--- src/rtl/forwarding_unit.sv ---
// forwarding_unit
//   Responder for the register_read forwarding lookup. Writeback results are
//   held in a shallow age-ordered bypass buffer until the register file can
//   return them. Two source lookups are answered combinationally.
//
// Ports
//   clk, rst                      clock; asynchronous active-high reset
//   wb_valid/wb_preg/wb_val       live writeback ports (port i at slice i)
//   flush                         drops all buffered results at the next edge
//   src1_reg, src2_reg            lookup pregs
//   src1_fwrd_hit, src2_fwrd_hit  lookup hit flags
//   src1_val, src2_val            forwarded values (0 on miss)
//   occupancy                     registered count of valid buffered entries
module forwarding_unit #(
  parameter int NUM_PREGS = 64,
  parameter int DATA_W    = 32,
  parameter int WB_PORTS  = 2,
  parameter int DEPTH     = 2,
  localparam int PREG_W   = $clog2(NUM_PREGS),
  localparam int OCC_W    = $clog2(DEPTH*WB_PORTS+1)
) (
  input  logic                       clk,
  input  logic                       rst,
  input  logic [WB_PORTS-1:0]        wb_valid,
  input  logic [WB_PORTS*PREG_W-1:0] wb_preg,
  input  logic [WB_PORTS*DATA_W-1:0] wb_val,
  input  logic                       flush,
  input  logic [PREG_W-1:0]          src1_reg,
  input  logic [PREG_W-1:0]          src2_reg,
  output logic                       src1_fwrd_hit,
  output logic                       src2_fwrd_hit,
  output logic [DATA_W-1:0]          src1_val,
  output logic [DATA_W-1:0]          src2_val,
  output logic [OCC_W-1:0]           occupancy
);

  typedef logic [PREG_W-1:0] preg_t;
  typedef logic [DATA_W-1:0] data_t;

  // Stage 0 is the youngest buffered age, stage DEPTH-1 the oldest.
  logic  [DEPTH-1:0][WB_PORTS-1:0] st_valid, nxt_valid;
  preg_t [DEPTH-1:0][WB_PORTS-1:0] st_preg,  nxt_preg;
  data_t [DEPTH-1:0][WB_PORTS-1:0] st_val,   nxt_val;
  logic  [OCC_W-1:0]               nxt_occ;
  logic  [WB_PORTS-1:0]            live_valid;

  // preg 0 is architecturally constant, so it is neither forwarded nor kept.
  always_comb begin
    live_valid = '0;
    for (int p = 0; p < WB_PORTS; p++) begin
      live_valid[p] = wb_valid[p] && (wb_preg[p*PREG_W +: PREG_W] != '0);
    end
  end

  always_comb begin
    nxt_valid = st_valid;
    nxt_preg  = st_preg;
    nxt_val   = st_val;
    nxt_occ   = '0;
    for (int k = DEPTH-1; k > 0; k--) begin
      nxt_valid[k] = st_valid[k-1];
      nxt_preg[k]  = st_preg[k-1];
      nxt_val[k]   = st_val[k-1];
    end
    for (int p = 0; p < WB_PORTS; p++) begin
      nxt_valid[0][p] = live_valid[p];
      nxt_preg[0][p]  = wb_preg[p*PREG_W +: PREG_W];
      nxt_val[0][p]   = wb_val[p*DATA_W +: DATA_W];
    end
    // Flush discards everything, including the results arriving this cycle.
    if (flush) begin
      nxt_valid = '0;
    end
    for (int k = 0; k < DEPTH; k++) begin
      for (int p = 0; p < WB_PORTS; p++) begin
        nxt_occ = nxt_occ + OCC_W'(nxt_valid[k][p]);
      end
    end
  end

  always_ff @(posedge clk or posedge rst) begin
    if (rst) begin
      st_valid  <= '0;
      st_preg   <= '0;
      st_val    <= '0;
      occupancy <= '0;
    end else begin
      st_valid  <= nxt_valid;
      st_preg   <= nxt_preg;
      st_val    <= nxt_val;
      occupancy <= nxt_occ;
    end
  end

  // Youngest match wins: live ports first, then stage 0 upward; lowest port
  // index wins within an age. Returns {hit, value}.
  function automatic logic [DATA_W:0] lookup(input preg_t src);
    logic  hit;
    data_t val;
    hit = 1'b0;
    val = '0;
    for (int p = 0; p < WB_PORTS; p++) begin
      if (!hit && live_valid[p] && wb_preg[p*PREG_W +: PREG_W] == src) begin
        hit = 1'b1;
        val = wb_val[p*DATA_W +: DATA_W];
      end
    end
    for (int k = 0; k < DEPTH; k++) begin
      for (int p = 0; p < WB_PORTS; p++) begin
        if (!hit && st_valid[k][p] && st_preg[k][p] == src && src != '0) begin
          hit = 1'b1;
          val = st_val[k][p];
        end
      end
    end
    return {hit, val};
  endfunction

  always_comb begin
    {src1_fwrd_hit, src1_val} = lookup(src1_reg);
    {src2_fwrd_hit, src2_val} = lookup(src2_reg);
  end

endmodule

--- config.mk ---
export PLATFORM = sky130hd
export DESIGN_NAME = forwarding_unit
export DESIGN_NICKNAME = d
export VERILOG_FILES = /design/src/rtl/forwarding_unit.sv
export SDC_FILE = /design/constraint.sdc
export NUM_CORES = 1
export LEC_CHECK = 0
export ABC_CLOCK_PERIOD_IN_PS = 11900
export BUFFER_PORTS_ARGS = -buffer_cell sky130_fd_sc_hd__buf_2
export CAP_MARGIN = 10
export CORE_MARGIN = 2
export CORE_UTILIZATION = 45
export DETAILED_ROUTE_END_ITERATION = 7
export GPL_TIMING_DRIVEN = 0
export PLACE_DENSITY = 0.67
export SLEW_MARGIN = 15
export SYNTH_ARGS = -nofsm -noshare
export SYNTH_HDL_FRONTEND = slang
export SYNTH_SLANG_ARGS = --single-unit
--- constraint.sdc ---
create_clock -name clk -period 11.9 [get_ports clk]
set_clock_uncertainty 0.1 [all_clocks]
set_input_delay 2.38 -clock clk [delete_from_list [all_inputs] [get_ports clk]]
set_output_delay 2.38 -clock clk [all_outputs]
set_load 0.02 [all_outputs]
-- Yosys cells after proc, flatten, opt, wreduce, memory -nomap -nowiden
Index checks and enable logic that the tools add are counted.
W data, S select, Z words.
- flip-flop bits (word level): 159
- logic and storage cells: 97
- $add $sub $neg: 3
- equal/unequal tests: 12
- mux-type cells: 25
- reduce and logical (&&, ||, !) cells: 46
- operators by type and width (kind ; count):
    $mux W32 ; 12
    $eq A6 B6 Y1 ; 12
    $logic_and A1 B1 Y1 ; 32
    $reduce_bool A6 Y1 ; 4
    $mux W1 ; 12
    $logic_not A1 Y1 ; 10
    $mux W4 ; 1
    $add A2 B1 Y3 ; 1
    $add A3 B1 Y3 ; 1
    $add A1 B1 Y2 ; 1

-- Longest topological paths before layout
- word-level depth: 28
- mapped depth: 11
- depth with buffers taken out: 7

-- Worst setup path before layout
Ideal clock, no wire load.
- path kind: input -> output
- start point: input port src1_reg[3]
- end point: output port src1_val[11]
- arrival time: 4.495 ns
- data required time: 9.420 ns
- slack: 4.925 ns
- stages on the path: 9
- cells stage by stage: buf_4 > or4_4 > nor3_4 > nor3_1 > or3_1 > buf_2 > buf_6 > o22a_1 > o21ai_1
- word-level cells in the longest chain between the ends: 27
- ends and longest elaborated chain (item ; line ; RTL):
    start: declaration ; 28 ; input logic [PREG_W-1:0] src1_reg,
    $eq A6 B6 Y1 ; 103 ; if (!hit && live_valid[p] && wb_preg[p*PREG_W +: PREG_W] == src) begin
    $logic_and A1 B1 Y1 ; 103 ;
    $mux W1 ; 103 ;
    $logic_not A1 Y1 ; 103 ;
    $logic_and A1 B1 Y1 (2 in series) ; 103 ;
    $mux W1 ; 103 ;
    $logic_not A1 Y1 ; 110 ; if (!hit && st_valid[k][p] && st_preg[k][p] == src && src != '0) begin
    $logic_and A1 B1 Y1 (3 in series) ; 110 ;
    (+2 left out) ; -- ;
    $logic_and A1 B1 Y1 (3 in series) ; 110 ;
    $mux W1 ; 110 ;
    $logic_not A1 Y1 ; 110 ;
    $logic_and A1 B1 Y1 (3 in series) ; 110 ;
    $mux W1 ; 110 ;
    $logic_not A1 Y1 ; 110 ;
    $logic_and A1 B1 Y1 (3 in series) ; 110 ;
    $mux W32 * ; 110 ;
    end: declaration ; 32 ; output logic [DATA_W-1:0] src1_val,
Mark *: on every way between the ends. The rest lies on a longest branch, timed or not.

-- Final worst setup path
- start point: input port src1_reg[1]
- end point: output port src1_val[30]
The elaborated chain is that of the path after synthesis.

==> metrics.md <==
| Metric | Value |
|---|---|
| Post-route cell area | `0.0102 mm^2` |
| Share of post-route cells with drive strength above 1 | `21.4%` |
| Total Die Area | `0.0200 mm^2` |
| Initial detailed-routing violation count | `775` |
| Placement Cell Area | `0.00959 mm^2` |
| Remaining number of nets flagged by the antenna check after routing | `0` |
| Std-Cell Core Area | `0.0186 mm^2` |
| Fmax | `0.129 GHz` |
| Count of instances resized after the clock tree is built | `0` |
| Maximum VDD drop | `0.000110 V` |
| EDFF count, synth | `0` |
| Avg WL per Cell | `20.6 um` |
| Ratio of final minimum period to clock period | `65.2%` |
| Commonest register cell after synthesis | `sky130_fd_sc_hd__dfrtp_1` |
| Overall via count from detail_route | `8,011` |
| Initial cell density of the core | `45.6%` |
| Proportion of synthesized flip-flops having asynchronous set or reset | `100%` |
| CTS tree | `yes` |
| H-tree level count | `4` |
| Worst Reg-to-Reg Cells | `5` |
| Clock slew at the register clock pins of the worst setup and hold paths | `60 ps` |
| Routed vias/inst | `5.90` |
| Util after Layout | `54.9%` |
| Kind of critical path | `input port to output pin` |
| Warnings, synthesis | `0` |
| Pin count of the biggest net entering global routing | `110` |
| Leakage power total | `4.47 nW` |
| Antenna violations before repair | `1` |
| Final worst setup slack | `4140 ps` |
| Cell types with the highest counts after synthesis | `159 x sky130_fd_sc_hd__dfrtp_1, 152 x sky130_fd_sc_hd__nor2_1, 79 x sky130_fd_sc_hd__nand2_1, 73 x sky130_fd_sc_hd__a21oi_1, 60 x sky130_fd_sc_hd__xnor2_1` |
| Height of the die | `141 um` |
| Ant diodes | `0` |
| Max-slew violation count | `0` |
| Syn-to-layout area delta | `20.3%` |
| Worst-margin pin slew | `1090 ps` |
| Post-synthesis sequential area ratio | `46.8%` |
| Combined area of all synthesized cells | `0.00851 mm^2` |
| Reg2reg end | `occupancy[1]` |
| Hold Crit Start | `nxt_val[127]` |
| Seq cells post-synth | `159` |
| RSZ-0062 raised after global routing | `false` |
| Syn Inst Count | `940` |
| Largest fanout of any net on the critical path | `10` |
| Root Buffer | `sky130_fd_sc_hd__clkbuf_16` |
| CTS max path bufs | `2` |
| Total gr overflow | `0` |
| Die width | `141 um` |
| CP arrival | `5280 ps` |
| Total count of hold-check failures in the final report | `0` |
| Clock insertion delay at the later pin of the skew report | `440 ps` |
| Final sum of negative setup slack | `0 ps` |
| Most common cell in the synthesized netlist | `sky130_fd_sc_hd__dfrtp_1` |
| Slew HR | `26.7%` |
| Number of setup buffers added after CTS | `0` |
| Global-route wire length before repair | `43,300 um` |
| Max-cap violations | `0` |
| Number of top-level pins | `162` |
| Post-synthesis area per instance | `9.05 um^2` |
| Run status | `finished, final reports clean` |
| # DRC | `0` |
| Slack of the worst reg-to-reg path | `10,210 ps` |
| Final weighted congestion in routability-driven placement | `0.870` |
| Kind of capture point of the worst setup path | `output pin` |
| Leading area contributor after synthesis | `sky130_fd_sc_hd__dfrtp_1` |
| Worst hold endpoint | `st_val[127]` |
| Share of the synthesized area in the top cell type | `46.8%` |
| Total setup violations reported at the end of the flow | `0` |
| Number of unique standard cell types used by synthesis | `43` |
| Total Wirelength | `28,000 um` |
| DR pass1 iterations | `5` |
| Count of input and output buffers | `149` |
| NumNets Final | `1,206` |
| Half-perimeter wire length after placement | `18,800 um` |
| Crit Reg-Reg Startpoint | `st_valid[1]` |
| Top area cells in the synthesized netlist | `sky130_fd_sc_hd__dfrtp_1 47%, sky130_fd_sc_hd__nor2_1 6.7%, sky130_fd_sc_hd__xnor2_1 6.2%, sky130_fd_sc_hd__a21oi_1 4.3%, sky130_fd_sc_hd__nand2_1 3.5%` |
| Worst hold stages | `0` |
| Worst setup timing slack at the placement stage | `4170 ps` |
| Vias in the first global route | `7,950` |
| Worst min-delay path category | `flip-flop to flip-flop` |
| Cts bufs inserted | `17` |
| Data required time of the worst path | `9420 ps` |
| Startpoint kind of the worst setup timing path | `input port` |
| Total Routing Usage GR | `28.3%` |
| Post-Syn Nets | `1,036` |
| Clock sink total | `159` |
| Power density cells | `128 mW/mm^2` |
| Number of placement rows | `50` |
| Cts hold-fix bufs | `0` |
| Crit path time final | `7760 ps` |
-- where the power goes --
group / switching (mW) / internal (mW)
combinational: 0.0741 / 0.0468
clock: 0.226 / 0.377
sequential: 0.0199 / 0.569
-- metrics by stage --
stage / hold slack [ps] / total power, mW / cells
floorplan: 274 / 0.664 / 940
global placement: 283 / 0.714 / 1323
detailed placement: 285 / 0.718 / 1325
CTS: 298 / 1.31 / 1357
global route: 307 / 1.35 / 1357
finish: 301 / 1.31 / 1357
-- kinds of logic after synthesis --
kind of cell / Yosys count / synth area share [%]
AND/OR/NAND/NOR: 294 / 15.6
flip-flops: 159 / 46.8
XOR/XNOR: 72 / 7.41
adder cells (fa/ha/maj): 3 / 0.530
buffers and inverters: 121 / 6.71
AO/OA/AOI/OAI: 291 / 23.0
-- layout make-up --
cell class | count | area [um^2]
plain buffers | 82 | 424
fillers | 1752 | 8410
clock buffers | 21 | 450
well taps | 234 | 293
clock inverters | 11 | 188
multi-input cells | 660 | 3960
repair buffers | 151 | 778
inverters | 39 | 154
flip-flops and latches | 159 | 3980
-- metal layers --
layer | wire length [um] | global-route usage (%)
met1 | 11800 | 39.0
met5 | 13 | 0
met3 | 2620 | 6.88
met4 | 512 | 9.11
met2 | 13000 | 44.2
-- critical path: stages --
cell and delay [ps]:
sky130_fd_sc_hd__buf_4 180, sky130_fd_sc_hd__xnor2_1 140, sky130_fd_sc_hd__nand4_1 130, sky130_fd_sc_hd__nor4_2 930, sky130_fd_sc_hd__nor4_2 150, sky130_fd_sc_hd__nand2_1 250, sky130_fd_sc_hd__clkbuf_1 550, sky130_fd_sc_hd__nor2_1 80
sky130_fd_sc_hd__o21ai_1 260, sky130_fd_sc_hd__buf_2 220
-- flip-flops by register name, summed over array words and instances (netlist names) --
name,flops
nxt_preg,12
nxt_val,64
occupancy,3
st_preg,12
st_val,64
st_valid,4
-- worst max-delay path by stage --
stage | from | to | slack [ps]
after floorplan | src1_reg[3] | src1_val[11] | 4930
after global placement | rst | nxt_val[104] | 3270
after detailed placement | src1_reg[1] | src1_val[30] | 4170
after CTS | src1_reg[1] | src1_val[30] | 4170
after global routing | src1_reg[1] | src1_val[30] | 3930
final | src1_reg[1] | src1_val[30] | 4140
-- cells in the final DEF (no fill, tap or decap), types with 23 or more instances in the layout --
cell type                   count
sky130_fd_sc_hd__o2bb2ai_1     32
sky130_fd_sc_hd__dfrtp_1      159
sky130_fd_sc_hd__xnor2_1       60
sky130_fd_sc_hd__inv_1         38
sky130_fd_sc_hd__nand2_1       79
sky130_fd_sc_hd__a221oi_1      23
sky130_fd_sc_hd__nor2_1       152
sky130_fd_sc_hd__o21ai_0       50
sky130_fd_sc_hd__o22a_1        23
sky130_fd_sc_hd__a21oi_1       73
sky130_fd_sc_hd__clkbuf_1      42
sky130_fd_sc_hd__a32oi_1       32
sky130_fd_sc_hd__buf_2        176
sky130_fd_sc_hd__o21ai_1       45
Power figures use the tool's default switching activity.
